==> config.mk <==
export PLATFORM = sky130hd
export DESIGN_NAME = ex_slink_macrx
export DESIGN_NICKNAME = d
export VERILOG_FILES = /design/src/rtl/slink_pkg.sv /design/src/rtl/ex_crc16_d8.sv /design/src/rtl/ex_slink_macrx.sv
export SDC_FILE = /design/constraint.sdc
export NUM_CORES = 1
export LEC_CHECK = 0
export ABC_AREA = 1
export CORE_ASPECT_RATIO = 1.1
export CORE_MARGIN = 2
export CORE_UTILIZATION = 50
export DETAILED_ROUTE_END_ITERATION = 8
export PLACE_DENSITY = 0.84
export SLEW_MARGIN = 40
export SYNTH_ARGS = -nofsm -noshare
export SYNTH_HDL_FRONTEND = slang
export SYNTH_SLANG_ARGS = --single-unit
export TNS_END_PERCENT = 10
==> constraint.sdc <==
create_clock -name clk_12_5m -period 1.97 [get_ports clk_12_5m]
set_clock_uncertainty 0.15 [all_clocks]
set_input_delay 0.2955 -clock clk_12_5m [delete_from_list [all_inputs] [get_ports clk_12_5m]]
set_output_delay 0.2955 -clock clk_12_5m [all_outputs]
set_load 0.02 [all_outputs]
==> src/rtl/slink_pkg.sv <==
// Shared SLINK definitions used by the RX MAC (and the TX MAC).
// Contents: K-character codes, CRC16 constants, frame status bit indices
// and the MAC framing state enum.
package slink_pkg;

  localparam logic [7:0]  K_IDLE   = 8'hBC;   // K28.5
  localparam logic [7:0]  K_SOF    = 8'hFB;   // K27.7
  localparam logic [7:0]  K_EOF    = 8'hFD;   // K29.7

  localparam logic [15:0] CRC_POLY = 16'h1021;
  localparam logic [15:0] CRC_INIT = 16'hFFFF;

  // Bit positions inside frm_stat
  localparam int STAT_CRC  = 0;
  localparam int STAT_LEN  = 1;
  localparam int STAT_CODE = 2;
  localparam int STAT_OVF  = 3;

  typedef enum logic [1:0] {
    ST_IDLE = 2'd0,
    ST_DATA = 2'd1,
    ST_DROP = 2'd2
  } slink_state_e;

endpackage

==> src/rtl/ex_crc16_d8.sv <==
// Combinational CRC16-CCITT update for one byte, MSB first, no reflection.
// Ports:
//   crc_in   in  16  current CRC register
//   data     in  8   byte to fold in
//   crc_out  out 16  CRC after the byte
module ex_crc16_d8
  import slink_pkg::*;
(
  input  logic [15:0] crc_in,
  input  logic [7:0]  data,
  output logic [15:0] crc_out
);

  always_comb begin
    logic [15:0] c;
    logic        fb;
    c = crc_in;
    for (int i = 7; i >= 0; i--) begin
      fb = c[15] ^ data[i];
      c  = {c[14:0], 1'b0};
      if (fb) c = c ^ CRC_POLY;
    end
    crc_out = c;
  end

endmodule

==> src/rtl/ex_slink_macrx.sv <==
// SLINK receive MAC. Delimits frames on K-characters, packs byte pairs into
// 16-bit words, checks CRC16 and writes {sop,eop,data16} words to the RX
// frame FIFO, with a per-frame status pulse.
// Ports:
//   clk_12_5m, rst_12_5m          clock, synchronous active-high reset
//   pcsrx_macrx_data/kchar/dval/err  decoded byte stream from the PCS RX
//   mmrx_macrx_afull              FIFO almost full (words due are discarded)
//   macrx_mmrx_data/dval          word write port {sop,eop,data}
//   macrx_frm_done/frm_stat       end-of-frame pulse and {ovf,code,len,crc}
//   slink_rx_sop                  pulse when an SOF is accepted
//
// state   | meaning
// IDLE    | waiting for SOF, everything else ignored
// DATA    | inside a frame, collecting words into the 2-deep holdback
// DROP    | payload too long, swallow bytes until EOF or SOF
module ex_slink_macrx
  import slink_pkg::*;
#(
  parameter int MAX_WORDS = 512,
  parameter int CNT_W     = 10
) (
  input  logic        clk_12_5m,
  input  logic        rst_12_5m,
  input  logic [7:0]  pcsrx_macrx_data,
  input  logic        pcsrx_macrx_kchar,
  input  logic        pcsrx_macrx_dval,
  input  logic        pcsrx_macrx_err,
  input  logic        mmrx_macrx_afull,
  output logic [17:0] macrx_mmrx_data,
  output logic        macrx_mmrx_dval,
  output logic        macrx_frm_done,
  output logic [3:0]  macrx_frm_stat,
  output logic        slink_rx_sop
);

  // Total completed words (payload + CRC word) that still fit in a frame.
  localparam logic [CNT_W-1:0] WCNT_LAST = CNT_W'(MAX_WORDS + 1);

  slink_state_e     state_q, state_nxt;
  logic             phase_q, phase_nxt;
  logic [7:0]       hi_q, hi_nxt;
  logic [1:0]       hcnt_q, hcnt_nxt;
  logic [15:0]      h0_q, h0_nxt, h1_q, h1_nxt;
  logic [CNT_W-1:0] wcnt_q, wcnt_nxt;
  logic [15:0]      crc_q, crc_nxt, crc_upd;
  logic             ovf_q, ovf_nxt;
  logic             sop_pend_q, sop_pend_nxt;

  logic [17:0]      data_q, data_nxt;
  logic             wr_q, wr_nxt;
  logic             done_q, done_nxt;
  logic [3:0]       stat_q, stat_nxt;
  logic             rx_sop_q, rx_sop_nxt;

  logic             emit_req;
  logic             emit_eop;
  logic [15:0]      emit_word;
  logic             len_err;
  logic             is_sof, is_eof, is_idle;

  ex_crc16_d8 u_crc (
    .crc_in  (crc_q),
    .data    (pcsrx_macrx_data),
    .crc_out (crc_upd)
  );

  assign is_sof  = pcsrx_macrx_kchar && (pcsrx_macrx_data == K_SOF);
  assign is_eof  = pcsrx_macrx_kchar && (pcsrx_macrx_data == K_EOF);
  assign is_idle = pcsrx_macrx_kchar && (pcsrx_macrx_data == K_IDLE);

  always_comb begin
    state_nxt    = state_q;
    phase_nxt    = phase_q;
    hi_nxt       = hi_q;
    hcnt_nxt     = hcnt_q;
    h0_nxt       = h0_q;
    h1_nxt       = h1_q;
    wcnt_nxt     = wcnt_q;
    crc_nxt      = crc_q;
    ovf_nxt      = ovf_q;
    sop_pend_nxt = sop_pend_q;
    data_nxt     = data_q;
    wr_nxt       = 1'b0;
    done_nxt     = 1'b0;
    stat_nxt     = 4'h0;
    rx_sop_nxt   = 1'b0;
    emit_req     = 1'b0;
    emit_eop     = 1'b0;
    emit_word    = h0_q;
    len_err      = 1'b0;

    if (pcsrx_macrx_dval) begin
      unique case (state_q)
        ST_IDLE: begin
          if (is_sof && !pcsrx_macrx_err) state_nxt = ST_DATA;
        end

        ST_DATA: begin
          if (pcsrx_macrx_err || (pcsrx_macrx_kchar && !is_idle && !is_sof && !is_eof)) begin
            done_nxt            = 1'b1;
            stat_nxt[STAT_OVF]  = ovf_q;
            stat_nxt[STAT_CODE] = 1'b1;
            hcnt_nxt            = 2'd0;
            state_nxt           = ST_IDLE;
          end else if (is_sof) begin
            done_nxt           = 1'b1;
            stat_nxt[STAT_OVF] = ovf_q;
            stat_nxt[STAT_LEN] = 1'b1;
          end else if (is_eof) begin
            // H1 holds the CRC word, so H0 is the last payload word.
            len_err  = phase_q || (hcnt_q != 2'd2) || (wcnt_q > WCNT_LAST);
            emit_req = !len_err;
            emit_eop = 1'b1;
            done_nxt = 1'b1;
            stat_nxt[STAT_OVF] = ovf_q || (!len_err && mmrx_macrx_afull);
            stat_nxt[STAT_LEN] = len_err;
            stat_nxt[STAT_CRC] = !len_err && (crc_q != 16'h0000);
            hcnt_nxt  = 2'd0;
            state_nxt = ST_IDLE;
          end else if (!pcsrx_macrx_kchar) begin
            crc_nxt = crc_upd;
            if (!phase_q) begin
              hi_nxt    = pcsrx_macrx_data;
              phase_nxt = 1'b1;
            end else begin
              phase_nxt = 1'b0;
              if (wcnt_q == WCNT_LAST) begin
                state_nxt = ST_DROP;
                hcnt_nxt  = 2'd0;
              end else begin
                wcnt_nxt = wcnt_q + CNT_W'(1);
                unique case (hcnt_q)
                  2'd0: begin
                    h0_nxt   = {hi_q, pcsrx_macrx_data};
                    hcnt_nxt = 2'd1;
                  end
                  2'd1: begin
                    h1_nxt   = {hi_q, pcsrx_macrx_data};
                    hcnt_nxt = 2'd2;
                  end
                  default: begin
                    emit_req = 1'b1;
                    h0_nxt   = h1_q;
                    h1_nxt   = {hi_q, pcsrx_macrx_data};
                  end
                endcase
              end
            end
          end
        end

        ST_DROP: begin
          if (!pcsrx_macrx_err && (is_sof || is_eof)) begin
            done_nxt           = 1'b1;
            stat_nxt[STAT_OVF] = ovf_q;
            stat_nxt[STAT_LEN] = 1'b1;
            state_nxt          = ST_IDLE;
          end
        end

        default: state_nxt = ST_IDLE;
      endcase

      // A new frame may start while the old one is being closed out.
      if (is_sof && !pcsrx_macrx_err) begin
        state_nxt    = ST_DATA;
        phase_nxt    = 1'b0;
        hcnt_nxt     = 2'd0;
        wcnt_nxt     = '0;
        crc_nxt      = CRC_INIT;
        ovf_nxt      = 1'b0;
        sop_pend_nxt = 1'b1;
        rx_sop_nxt   = 1'b1;
      end
    end

    // A word due while the FIFO is almost full is lost and mutes the frame.
    if (emit_req) begin
      sop_pend_nxt = 1'b0;
      if (!ovf_q) begin
        if (mmrx_macrx_afull) begin
          ovf_nxt = 1'b1;
        end else begin
          wr_nxt   = 1'b1;
          data_nxt = {sop_pend_q, emit_eop, emit_word};
        end
      end
    end
  end

  always_ff @(posedge clk_12_5m) begin
    if (rst_12_5m) begin
      state_q    <= ST_IDLE;
      phase_q    <= 1'b0;
      hi_q       <= 8'h00;
      hcnt_q     <= 2'd0;
      h0_q       <= 16'h0000;
      h1_q       <= 16'h0000;
      wcnt_q     <= '0;
      crc_q      <= CRC_INIT;
      ovf_q      <= 1'b0;
      sop_pend_q <= 1'b0;
      data_q     <= 18'h0;
      wr_q       <= 1'b0;
      done_q     <= 1'b0;
      stat_q     <= 4'h0;
      rx_sop_q   <= 1'b0;
    end else begin
      state_q    <= state_nxt;
      phase_q    <= phase_nxt;
      hi_q       <= hi_nxt;
      hcnt_q     <= hcnt_nxt;
      h0_q       <= h0_nxt;
      h1_q       <= h1_nxt;
      wcnt_q     <= wcnt_nxt;
      crc_q      <= crc_nxt;
      ovf_q      <= ovf_nxt;
      sop_pend_q <= sop_pend_nxt;
      data_q     <= data_nxt;
      wr_q       <= wr_nxt;
      done_q     <= done_nxt;
      stat_q     <= stat_nxt;
      rx_sop_q   <= rx_sop_nxt;
    end
  end

  assign macrx_mmrx_data = data_q;
  assign macrx_mmrx_dval = wr_q;
  assign macrx_frm_done  = done_q;
  assign macrx_frm_stat  = stat_q;
  assign slink_rx_sop    = rx_sop_q;

endmodule

==> results.toml <==
[placement]
dpl.hpwl_um = 8370
gp_congestion = 0.965
portBuffers = 38

[setup_path]
cp.required_ps = 2080
crit_type = "reg -> reg"
slowest_stage = "dfxtp_2"
cp-end-kind = "flip-flop"
cp_top_family = "simple AND/OR/NAND/NOR gates"
path_max_fanout = 18
worstPathCellList = "nor2_2 > nand2_1 > nor3_2 > o21ai_1 > nand2_1 > nand3_2 > nand2_2 > nand3_4 > clkbuf_16 > nor2_1 > nor2_1"
cp_num_buf_inv = 1
max_stage_delay_ps = 350
arrival_ps = 2050
rrSetupSlack_ps = 40
cp-start-kind = "flip-flop"

[sta]
worst_pin_slew_ps = 519
rsz0062_at_grt = "true"
tns_ps = 0
timing.slew.headroom_pct = 65.2
finalSetupViolCount = 0
layout_min_cycle_time_ps = 1930
timing.final.hold_violations = 0
fmax_mhz = 517
fin_crit_sh_pct = 98.1
final_max_slew_viol_count = 0

[power_and_ir_drop]
power.leakage_nw = 2.85
pwr-share-comb_pct = 8.8
p_seq_share_pct = 53.7
p_clk_share_pct = 37.5
power.internal_w = 0.00279
peakVddDrop_v = 0.000360
switching_share_pct = 24.6
fin_total_pwr_w = 0.00370
p_switching_w = 0.000910
power_density_nw_per_um2 = 594

[run]
maxCapViolCount = 0

[route]
post_drt_wl_per_cell_um = 13.4
dr.pass1.iters = 6
ant_nets = 0
drc_errors = 0
drtIter0Drc = 239
routed_wl_um = 12300
viasPerCell = 5.27
vias = 4807

[clocking]
clockBufferDepth = 2
clkTransAtPathRegs_ps = 100
clkSinkCount = 98
clk_latency_ps = 370
clockRootBuffer = "clkbuf_8"
numCtsBuffers = 9
cts-htree-levels = 3
cts_hold_buf = 0
cts_tree = "yes"

[synth]
avgSynthCellArea_um2 = 7.07
yosys_warnings = 0
syn-cell-area_um2 = 4910
synth.distinct_cells = 39
syn_nets = 714
yosysTopAreaCellShare_pct = 40.0
netlist_top_cells_area = "dfxtp_1 (40%), nand2_1 (11%), nor2_1 (9.8%)"
synth_top_area_cell = "dfxtp_1"
ys_seq_area_share_pct = 40.0
syn_inst = 694
synth_seq_cells = 98

[floorplan]
start_util_pct = 52.0
std_cell_rows = 37
top_level_ports = 39
die-area_um2 = 10600
die_y_um = 108
dieWidth_um = 98.5
core_um2 = 9440

[status]
outcome = "finished clean"

[cells_and_area]
diodes = 0
fillers = 765
regArea_um2 = 1970
layout-drive-gt1-share_pct = 18.2
multiInputGateArea_um2 = 2600
area_growth_pct = 27.0
nets = 811

[grt]
groute.usage.overall_pct = 22.2
grt_max_degree = 60
grt_first_pass_wirelength_um = 19500
grt_pass1_vias = 4385
grt_remaining_overflow = 0
grt_antenna_before_repair = 0

[min_path]
hold_class = "in -> reg"
[state kept, by name, indices dropped and copies added, names as in the netlist, 2 cells and up]
name / cells
macrx_mmrx_data: 18
crc_q: 16
emit_word: 16
h1_q: 16
wcnt_q: 10
hi_q: 8
macrx_frm_stat: 4
hcnt_q: 2
state_q: 2
[stage by stage]
stage,setup slack (ps),hold WS (ps),instances,cell area (um2),utilization [%]
after floorplan,55.4,224,694,4910,-
after global placement,-466,309,890,5860,62.0
after detailed placement,-520,315,890,5860,62.0
after CTS,10.7,329,907,6080,64.4
after global routing,-94.3,273,913,6240,66.0
final,36.5,246,913,6240,66.0
[cell type report]
class | count | area share [%]
timing repair buffer | 116 | 16.8
clock buffer | 11 | 2.43
multi-input combinational | 496 | 41.7
inverter | 70 | 4.23
clock inverter | 5 | 0.963
sequential | 98 | 31.5
tap | 117 | 2.35
[synth_stat cells]
| cell type | number |
|---|---|
| nor3_2 | 2 |
| a21oi_1 | 35 |
| o21ai_2 | 2 |
| clkinv_1 | 1 |
| and2_1 | 1 |
| dfxtp_1 | 98 |
| nand4_1 | 14 |
| o211ai_2 | 1 |
| nand2_2 | 2 |
| nand3b_4 | 1 |
| clkbuf_1 | 12 |
| nor2_4 | 2 |
| a31oi_1 | 1 |
| buf_4 | 2 |
| nor3_1 | 29 |
| nor2_1 | 128 |
| xor2_1 | 11 |
| ha_1 | 6 |
| nand2_1 | 142 |
| inv_1 | 62 |
| inv_2 | 7 |
| nand3_2 | 2 |
| nor4_4 | 1 |
| nor2_8 | 3 |
| o211ai_1 | 2 |
| nor4_1 | 6 |
| buf_2 | 12 |
| nand2_4 | 2 |
| xnor2_1 | 16 |
| nand3_1 | 32 |
| mux2i_1 | 3 |
| nor2_2 | 2 |
| o21ai_1 | 26 |
| o21ai_0 | 20 |
| buf_1 | 1 |
| buf_6 | 4 |
| o21ai_4 | 1 |
| nand3_4 | 1 |
| nand4_4 | 1 |
[what timing repair did]
action,in CTS,in global routing
setup endpoints to repair,73,75
pin swaps,3,7
gates resized for setup,9,29
setup buffers,1,3
gates cloned,0,3
[routing by layer]
layer | GRT usage [%] | routed length, um | vias to the layer above | part of all wire, %
met5 | 0 | 0 | - | 0
met4 | 9.78 | 251 | 0 | 2.0
met3 | 2.92 | 579 | 26 | 4.7
met2 | 40.0 | 6300 | 159 | 51
met1 | 26.4 | 5120 | 2215 | 42
li1 | - | - | 2407 | -
[logic make-up after synthesis]
logic type	share of synthesized area [%]
simple gates	34.6
buf+inv	8.79
flops	40.0
compound gates	9.64
xor+xnor	4.82
fa+ha+maj	1.53
mux	0.612
[worst register-to-register path, cell delays in order (launching register included)]
cell and delay (ps):
dfxtp_2 350, nor2_2 130, nand2_1 70, nor3_2 220, o21ai_1 100, nand2_1 120
nand3_2 100, nand2_2 120, nand3_4 110, clkbuf_16 200, nor2_1 100, nor2_1 60
[layout by cell type, fill, tap and decap left out, types with 9 or more instances in the layout]
| master | count |
|---|---|
| nand2_1 | 140 |
| nor2_1 | 123 |
| dfxtp_1 | 95 |
| buf_4 | 72 |
| inv_1 | 59 |
| a21oi_1 | 35 |
| nand3_1 | 31 |
| clkdlybuf4s50_1 | 29 |
| o21ai_1 | 26 |
| nor3_1 | 26 |
| o21ai_0 | 20 |
| xnor2_1 | 16 |
| nand4_1 | 14 |
| xor2_1 | 11 |
| clkbuf_8 | 11 |
| inv_2 | 9 |
[power groups by stage]
stage / Combinational, W / Clock [W] / Sequential (W)
after floorplan: 0.000171 / 0 / 0.00203
after global placement: 0.000312 / 0 / 0.00203
after detailed placement: 0.000319 / 0 / 0.00203
after CTS: 0.000319 / 0.00139 / 0.00199
after global routing: 0.000357 / 0.00147 / 0.00199
final: 0.000327 / 0.00139 / 0.00199
[path summary, 6_finish.rpt]
check	end	cells past startpoint	start
worst max register to register	macrx_mmrx_data[3]$_SDFFE_PP0P_	11	wcnt_q[3]$_SDFFE_PP0P_
worst min register to register	hi_q[4]$_SDFFE_PP0P_	2	hi_q[4]$_SDFFE_PP0P_
worst min-delay path	h1_q[2]$_SDFFE_PP0P_	4	pcsrx_macrx_data[2]
worst max-delay path	macrx_mmrx_data[3]$_SDFFE_PP0P_	11	wcnt_q[3]$_SDFFE_PP0P_
(Power assumes the default switching activity.)
